$ cat config.mk
export PLATFORM = sky130hd
export DESIGN_NAME = pc_sequencer
export DESIGN_NICKNAME = d
export VERILOG_FILES = /design/src/rtl/pc_seq_pkg.sv /design/src/rtl/pc_next_calc.sv /design/src/rtl/pc_sequencer.sv
export SDC_FILE = /design/constraint.sdc
export NUM_CORES = 1
export LEC_CHECK = 0
export BUFFER_PORTS_ARGS = -buffer_cell sky130_fd_sc_hd__buf_2
export CAP_MARGIN = 20
export CORE_ASPECT_RATIO = 0.75
export CORE_MARGIN = 2
export CORE_UTILIZATION = 45
export DETAILED_ROUTE_END_ITERATION = 7
export PLACE_DENSITY = 0.69
export SYNTH_ARGS = -nofsm -noshare
export SYNTH_HDL_FRONTEND = slang
export SYNTH_SLANG_ARGS = --single-unit
$ cat constraint.sdc
create_clock -name CLK -period 4.3 [get_ports CLK]
set_input_delay 0.43 -clock CLK [delete_from_list [all_inputs] [get_ports CLK]]
set_output_delay 0.43 -clock CLK [all_outputs]
set_load 0.02 [all_outputs]
$ cat src/rtl/pc_seq_pkg.sv
// Shared definitions for the program-counter sequencer: FSM states,
// the sequential PC increment and a helper sizing the fetch wait counter.
package pc_seq_pkg;

    typedef enum logic [2:0] {
        ST_IDLE   = 3'd0,
        ST_FETCH  = 3'd1,
        ST_EXEC   = 3'd2,
        ST_HALTED = 3'd3,
        ST_FAULT  = 3'd4
    } state_t;

    localparam logic [63:0] PC_INC = 64'd4;

    // Smallest width able to hold values 0..max_wait (at least one bit).
    function automatic int wait_width(input int max_wait);
        int w;
        w = 1;
        while ((1 << w) <= max_wait) begin
            w = w + 1;
        end
        return w;
    endfunction

endpackage

$ cat src/rtl/pc_next_calc.sv
// Combinational next-PC rule: branch target when the branch is taken,
// sequential PC otherwise, plus an alignment flag for the result.
module pc_next_calc
    import pc_seq_pkg::*;
(
    input  logic [63:0] pc,
    input  logic [63:0] imm,
    input  logic        branch,
    input  logic        uncond_branch,
    input  logic        alu_zero,
    output logic [63:0] next_pc,
    output logic        misaligned
);

    // Unconditional wins, but both branch forms share the same target anyway.
    always_comb begin
        if (uncond_branch || (branch && alu_zero)) begin
            next_pc = pc + imm;
        end else begin
            next_pc = pc + PC_INC;
        end
        misaligned = (next_pc[1:0] != 2'b00);
    end

endmodule

$ cat src/rtl/pc_sequencer.sv
// Fetch/execute controller owning the program counter. Fetches over a
// req/ack handshake, holds the instruction through execute, advances the
// PC, counts retirements and traps fetch timeouts and misaligned PCs.
module pc_sequencer
    import pc_seq_pkg::*;
#(
    parameter int MAX_WAIT = 15
) (
    input  logic        CLK,
    input  logic        Reset_L,
    input  logic        Start,
    input  logic [63:0] StartPC,
    output logic        ImemReq,
    output logic [63:0] ImemAddr,
    input  logic        ImemAck,
    input  logic [31:0] ImemData,
    output logic [31:0] Instruction,
    output logic        InstrValid,
    input  logic        ExecDone,
    input  logic        Branch,
    input  logic        Uncondbranch,
    input  logic        ALUZero,
    input  logic [63:0] SignExtImm64,
    input  logic        Halt,
    output logic [63:0] CurrentPC,
    output logic [63:0] RetireCount,
    output logic        Halted,
    output logic        Fault
);

    localparam int WAIT_W = wait_width(MAX_WAIT);
    // Last fetch cycle allowed without an ack; no ack here means a fault.
    localparam logic [WAIT_W-1:0] WAIT_LAST = WAIT_W'(MAX_WAIT - 1);

    state_t            state_reg, state_next;
    logic [63:0]       pc_reg, pc_next;
    logic [31:0]       instr_reg, instr_next;
    logic              instr_valid_reg, instr_valid_next;
    logic              imem_req_reg, imem_req_next;
    logic [63:0]       retire_reg, retire_next;
    logic              halted_reg, halted_next;
    logic              fault_reg, fault_next;
    logic [WAIT_W-1:0] wait_reg, wait_next;

    logic [63:0]       calc_next_pc;
    logic              calc_misaligned;
    logic              start_ok;
    logic              start_misaligned;

    pc_next_calc u_next (
        .pc            (pc_reg),
        .imm           (SignExtImm64),
        .branch        (Branch),
        .uncond_branch (Uncondbranch),
        .alu_zero      (ALUZero),
        .next_pc       (calc_next_pc),
        .misaligned    (calc_misaligned)
    );

    // Start is only honoured while not running an instruction.
    assign start_ok = Start && ((state_reg == ST_IDLE) ||
                                (state_reg == ST_HALTED) ||
                                (state_reg == ST_FAULT));
    assign start_misaligned = (StartPC[1:0] != 2'b00);

    // State and every output register; reset drops the fetch request at once.
    always_ff @(posedge CLK or negedge Reset_L) begin
        if (!Reset_L) begin
            state_reg       <= ST_IDLE;
            pc_reg          <= '0;
            instr_reg       <= '0;
            instr_valid_reg <= 1'b0;
            imem_req_reg    <= 1'b0;
            retire_reg      <= '0;
            halted_reg      <= 1'b0;
            fault_reg       <= 1'b0;
            wait_reg        <= '0;
        end else begin
            state_reg       <= state_next;
            pc_reg          <= pc_next;
            instr_reg       <= instr_next;
            instr_valid_reg <= instr_valid_next;
            imem_req_reg    <= imem_req_next;
            retire_reg      <= retire_next;
            halted_reg      <= halted_next;
            fault_reg       <= fault_next;
            wait_reg        <= wait_next;
        end
    end

    // Next-state decision.
    always_comb begin
        state_next = state_reg;
        case (state_reg)
            ST_IDLE, ST_HALTED, ST_FAULT: begin
                if (start_ok) begin
                    state_next = start_misaligned ? ST_FAULT : ST_FETCH;
                end
            end
            ST_FETCH: begin
                if (ImemAck) begin
                    state_next = ST_EXEC;
                end else if (wait_reg == WAIT_LAST) begin
                    state_next = ST_FAULT;
                end
            end
            ST_EXEC: begin
                if (ExecDone) begin
                    if (Halt) begin
                        state_next = ST_HALTED;
                    end else if (calc_misaligned) begin
                        state_next = ST_FAULT;
                    end else begin
                        state_next = ST_FETCH;
                    end
                end
            end
            default: state_next = ST_IDLE;
        endcase
    end

    // Next values of the registered outputs; everything holds by default.
    always_comb begin
        pc_next          = pc_reg;
        instr_next       = instr_reg;
        instr_valid_next = instr_valid_reg;
        imem_req_next    = imem_req_reg;
        retire_next      = retire_reg;
        halted_next      = halted_reg;
        fault_next       = fault_reg;
        wait_next        = wait_reg;
        if (start_ok) begin
            pc_next          = StartPC;
            retire_next      = '0;
            wait_next        = '0;
            halted_next      = 1'b0;
            fault_next       = start_misaligned;
            instr_valid_next = 1'b0;
            imem_req_next    = !start_misaligned;
        end else if (state_reg == ST_FETCH) begin
            if (ImemAck) begin
                instr_next       = ImemData;
                instr_valid_next = 1'b1;
                imem_req_next    = 1'b0;
            end else if (wait_reg == WAIT_LAST) begin
                imem_req_next = 1'b0;
                fault_next    = 1'b1;
            end else begin
                wait_next = wait_reg + 1'b1;
            end
        end else if (state_reg == ST_EXEC && ExecDone) begin
            instr_valid_next = 1'b0;
            retire_next      = retire_reg + 64'd1;
            if (Halt) begin
                halted_next = 1'b1;
            end else begin
                pc_next = calc_next_pc;
                if (calc_misaligned) begin
                    fault_next = 1'b1;
                end else begin
                    imem_req_next = 1'b1;
                    wait_next     = '0;
                end
            end
        end
    end

    assign ImemReq     = imem_req_reg;
    assign ImemAddr    = pc_reg;
    assign CurrentPC   = pc_reg;
    assign Instruction = instr_reg;
    assign InstrValid  = instr_valid_reg;
    assign RetireCount = retire_reg;
    assign Halted      = halted_reg;
    assign Fault       = fault_reg;

endmodule

### Yosys cells after proc, flatten, opt, wreduce, memory -nomap -nowiden

Index checks and enable logic that the tools add are counted.

| cells by class | value |
|---|---|
| $add $sub $neg | 4 |
| equal/unequal tests | 17 |
| multiplexer cells | 45 |
| bitwise gates (word level) | 1 |
| reductions and logical operators | 24 |

Operator list:

| cell | number |
|---|---|
| 64-bit two-way mux | 8 |
| 64-bit by 1-bit adder with 64-bit output (second input constant) | 1 |
| 64-bit by 3-bit adder with 64-bit output (second input constant) | 1 |
| 64-bit adder | 1 |
| 4-bit two-way mux | 7 |
| 1-bit two-way mux | 22 |
| 3-bit two-way mux | 7 |
| 3-bit inequality test (second input constant) | 5 |
| 3-bit AND reduction | 4 |
| 5-bit AND reduction | 2 |
| 3-bit case mux with 3 select lines | 1 |
| 2-bit nonzero test | 4 |
| 3-bit by 2-bit == test with 1-bit output (second input constant) | 2 |
| 2-bit inequality test (second input constant) | 3 |
| 3-bit by 1-bit inequality test with 1-bit output (second input constant) | 2 |
| 3-bit nonzero test | 2 |
| 4-bit by 1-bit adder with 4-bit output (second input constant) | 1 |
| 4-bit == test (second input constant) | 1 |
| 4-bit inequality test (second input constant) | 1 |
| 2-bit AND reduction | 2 |
| 4-bit AND reduction | 1 |
| 3-bit by 1-bit == test with 1-bit output (second input constant) | 1 |
| 3-bit == test (second input constant) | 1 |
| 1-bit logical AND | 3 |
| other kinds (6) | 8 |

| word-level totals | value |
|---|---|
| bits in registers | 171 |
| bits of input ports | 169 |
| output and inout bits | 228 |
| logic and storage cells | 100 |

### Longest topological paths before layout

| logic depth | value |
|---|---|
| depth in word-level cells | 9 |
| depth in mapped cells | 12 |

### Modules after synthesis

From an unflattened synthesis, not the netlist that was laid out.

| second synthesis, totals | value |
|---|---|
| cell total of the unflattened synthesis | 1809 |
| area total of the unflattened synthesis | 14154.8 sq um |

Modules (own cells, without submodules):

| module | times used | cells an instance | area an instance (sq um) | sequential area each (sq um) |
|---|---|---|---|---|
| pc_sequencer | 1 | 945 | 8713.4 | 4279.1 |
| pc_next_calc | 1 | 864 | 5441.5 | 0.0 |

### Worst setup path before layout

Ideal clock, no wire load.

| timing | value |
|---|---|
| path kind | reg-to-reg |
| from | reg pc_reg[0], in the netlist CurrentPC[0] |
| to | reg pc_reg[60], in the netlist CurrentPC[60] |
| arrival | 3.207 ns |
| required time | 4.234 ns |
| path slack | 1.027 ns |
| cell stages (with the launch flop) | 13 |
| cells stage by stage | dfrtp_1 > ha_1 > fa_1 > a211oi_1 > nor2_1 > o31ai_1 > a21oi_2 > a211oi_2 > o21ai_2 > a21oi_1 > o21ai_1 > or4bb_1 > nand2_1 |

| between the ends | value |
|---|---|
| longest elaborated chain between the ends | 6 |
| elaborated cells on any way between the ends | 7 |

RTL lines:

| what | RTL line | RTL |
|---|---|---|
| start, declared | pc_sequencer.sv:36 | `logic [63:0] pc_reg, pc_next;` |
| start signal, assigned | pc_sequencer.sv:80 | `pc_reg <= pc_next;` |
| 64-bit by 3-bit adder with 64-bit output / 64-bit adder (equally long branches) | pc_next_calc.sv:20, pc_next_calc.sv:18 |  |
| 64-bit two-way mux * | pc_next_calc.sv:17 | `if (uncond_branch \|\| (branch && alu_zero)) begin` |
| 64-bit two-way mux * | pc_sequencer.sv:154 | `if (Halt) begin` |
| 64-bit two-way mux * | pc_sequencer.sv:151 | `end else if (state_reg == ST_EXEC && ExecDone) begin` |
| 64-bit two-way mux * | pc_sequencer.sv:140 | `end else if (state_reg == ST_FETCH) begin` |
| 64-bit two-way mux * | pc_sequencer.sv:132 | `if (start_ok) begin` |

Mark *: on every way between the ends. The rest lies on a longest branch, timed or not. The select of a mux whose other input is x is not followed.
A chain may end at the register's enable or synchronous reset.

### Worst setup path in the final report

| timing | value |
|---|---|
| from | reg pc_reg[0], in the netlist CurrentPC[0] |
| to | reg pc_reg[62], in the netlist CurrentPC[62] |

Same word-level chain as after synthesis.

==> results.tsv <==
stage	metric	value	unit
power_and_ir_drop	power per cell area	546	nW/um^2
grt	pin count of the biggest net entering global routing	106	
timing	Pins Over Slew Limit	0	
worst_setup_path	Critical Path Fanout Max	6	
worst_setup_path	critical path type	flip-flop to flip-flop	
grt	number of global-route vias before repair	13200	
synthesis	Synth area leaders	dfrtp_1, ha_1, a21oi_1	
synthesis	Syn Inst Count	1687	
power_and_ir_drop	Max VDD drop	0.362	mV
routing	Initial DRC Count	1148	
layout	Final Cell Area	16200	sq um
timing	hold_ws	0.173	ns
routing	via count	14200	
timing	clock skew	0.0153	ns
timing	final setup margin	0.331	ns
worst_setup_path	Worst EP required	4.65	ns
synthesis	Seq/Total Area, Yosys	0.315	
clock_network	Max H-tree Level	4	
synthesis	async set-reset flop share out of synthesis	1.00	
clock_network	Post-CTS Setup Inserts	0	
worst_hold_path	path category of the worst min-delay check	input port to flip-flop	
worst_setup_path	buffer and inverter count on the worst path	0	
routing	post-route ant nets	0	
timing	Tmin final	3.97	ns
grt	first-pass GRT wire length	72900	um
place	placed cells	2359	
grt	initial antenna violation count	2	
routing	DRT Wirelength	47100	um
grt	GRT Total Usage	0.293	
worst_setup_path	most used cell, CP	a211oi_1	
timing	Final Cycle Share	0.923	
worst_hold_path	Hold Path Depth	3	
clock_network	TritonCTS Sinks	171	
floorplanning	Core ar.	29900	sq um
clock_network	post-CTS resize count	0	
worst_setup_path	Worst Setup End Kind	flip-flop	
synthesis	syn_area_per_cell	8.05	sq um
timing	fmax	0.252	GHz
grt	total grt overflow	0	
clock_network	Max Buffers Root-to-Sink	2	
synthesis	register bit count reported by yosys	171	
layout	Synth-to-Final Area Change	18.9	%
worst_setup_path	worst reg-to-reg path cell count	12	
clock_network	CTS tree	done	
worst_setup_path	Crit path arrival time	4.32	ns
synthesis	top post-synthesis cells by count	nor2_1, nand2_1, dfrtp_1	
synthesis	Post-synth top flop	dfrtp_1	
clock_network	Clk Tree Root Cell	clkbuf_16	
worst_setup_path	Cell Chain, Critical Path	ha_1 -> fa_1 -> a211oi_1 -> nor2_1 -> o31ai_1 -> a21oi_2 -> a211oi_2 -> o21ai_2 -> a31oi_1 -> o21ai_0 -> xnor2_1 -> a211oi_1	
worst_setup_path	CP Launch Type	flip-flop	
place	IO buf count	396	
synthesis	synth warn	0	
clock_network	Clk pin slew, worst setup/hold paths	0.08	ns
power_and_ir_drop	Leak Pwr	7.49	nW
clock_network	CTS Buf Count	17	
status	status	completed	
floorplanning	Die Wd	205	um
synthesis	Post-synth EDFFs	0	
flow_run	max cap viols	0	
synthesis	Yosys top cell area share	0.315	
synthesis	top-count cell post-synth	nor2_1	
worst_setup_path	cell family with most CP delay	compound AO/OA/AOI/OAI gates	
worst_setup_path	WP depth	12	
routing	routed vias/inst	5.91	
synthesis	Synth area leader	dfrtp_1	
timing	Final Hold Vio Count	0	
routing	# DRC	0	
floorplanning	Rows	55	
worst_setup_path	Largest stage delay, worst path	0.55	ns
timing	setup TNS	0	ns
timing	Slew HR	0.382	
routing	WL/cell	19.7	um
place	placed cell area	15500	sq um
clock_network	clk_lat worst skew	0.45	ns
routing	Pre-antenna DRT Iters	6	
synthesis	Mapped Area	13600	sq um
timing	worst-margin pin slew	0.924	ns
floorplanning	chip height	154	um
timing	setup violators final	0	
floorplanning	Initial Util	0.454	
layout	Final Net Count	2219	
synthesis	post-synthesis net count	1924	
layout	share of layout cells above drive strength 1	0.260	
worst_setup_path	CP max stage cell	a211oi_2	
timing	RSZ-0062 raised after global routing	false	
place	DP HPWL	35300	um
layout	Final Non-Filler Cells	2396	
floorplanning	I/O pin total	397	
synthesis	Synth cell types	80	
place	GPL Wtd Cong	1.02	
floorplanning	die footprint	31600	sq um
place	pre-CTS WS	0.352	ns
-- layout by cell type, fill, tap and decap left out, drive strengths merged, types with 10 or more instances in the layout --
cell type  count
a21oi        153
and4          16
xor2          70
nand4         49
nor2         182
a22oi         10
xnor2         47
o211ai        12
nand3         73
a31oi         23
dfrtp        171
inv           36
nor4          12
o22ai         23
nor3          33
nand2        172
o21ai        123
or3           18
and3          26
a21o          37
mux2          33
ha            67
clkbuf        18
a211oi        21
buf          423
o21bai        14
-- power breakdown --
group	switching, W	internal, W
Sequential	0.000525	0.00197
Combinational	0.00296	0.00175
Clock	0.000820	0.000793
Total	0.00430	0.00451
-- cell type report --
cell class | count | area (sq um)
Clock buffer | 17 | 425
Clock inverter | 15 | 191
Inverter | 30 | 113
Antenna cell | 2 | 5.00
Tap cell | 399 | 499
Multi-Input combinational cell | 1337 | 8400
Fill cell | 2873 | 13800
Sequential cell | 171 | 4280
Timing Repair Buffer | 425 | 2240
-- tightest hold or removal path: stages --
cell and delay, ns:
buf_2 0.07, nand2_1 0.03, o21ai_0 0.05
-- path summary, 6_finish.rpt --
check                             start         endpoint  slack [ns]
min in group asynchronous       Reset_L  RetireCount[36]        0.35
max reg2reg                CurrentPC[0]    CurrentPC[62]        0.33
min reg2reg                      Halted           Halted        0.49
max in group asynchronous       Reset_L    CurrentPC[62]        3.21
min                         StartPC[25]    CurrentPC[25]        0.17
max                        CurrentPC[0]    CurrentPC[62]        0.33
-- per-layer routing --
| layer | vias to the layer above | GRT usage | part of all wire |
|---|---|---|---|
| met5 | - | 0 | 0 |
| met4 | 0 | 0.0977 | 0.027 |
| met3 | 98 | 0.0523 | 0.091 |
| met2 | 687 | 0.446 | 0.44 |
| met1 | 6696 | 0.418 | 0.45 |
| li1 | 6684 | - | - |
-- cells by family (layout without fill, tap and decap cells) --
group                    Yosys count  in the layout  share of synthesized area
flip-flops                       171            171                      0.315
adder cells (fa/ha/maj)           68             68                     0.0632
AND/OR/NAND/NOR                  631            631                      0.228
AO/OA/AOI/OAI                    485            485                      0.220
other                              0              2                          0
buffers and inverters            179            487                     0.0682
XOR/XNOR                         117            117                     0.0755
multiplexers                      36             36                     0.0296
-- metrics by stage --
step | utilization | total power [W]
floorplan | - | 0.00583
global placement | 0.517 | 0.00708
detailed placement | 0.517 | 0.00712
CTS | 0.538 | 0.00877
global route | 0.540 | 0.00936
finish | 0.540 | 0.00881
-- repair_timing --
| action | CTS | global route |
|---|---|---|
| hold buffers | 0 | 1 |
| endpoints found under the setup margin | 0 | 0 |
| hold endpoints to repair | 0 | 10 |
Note: power is estimated with default switching activity, not from simulation.
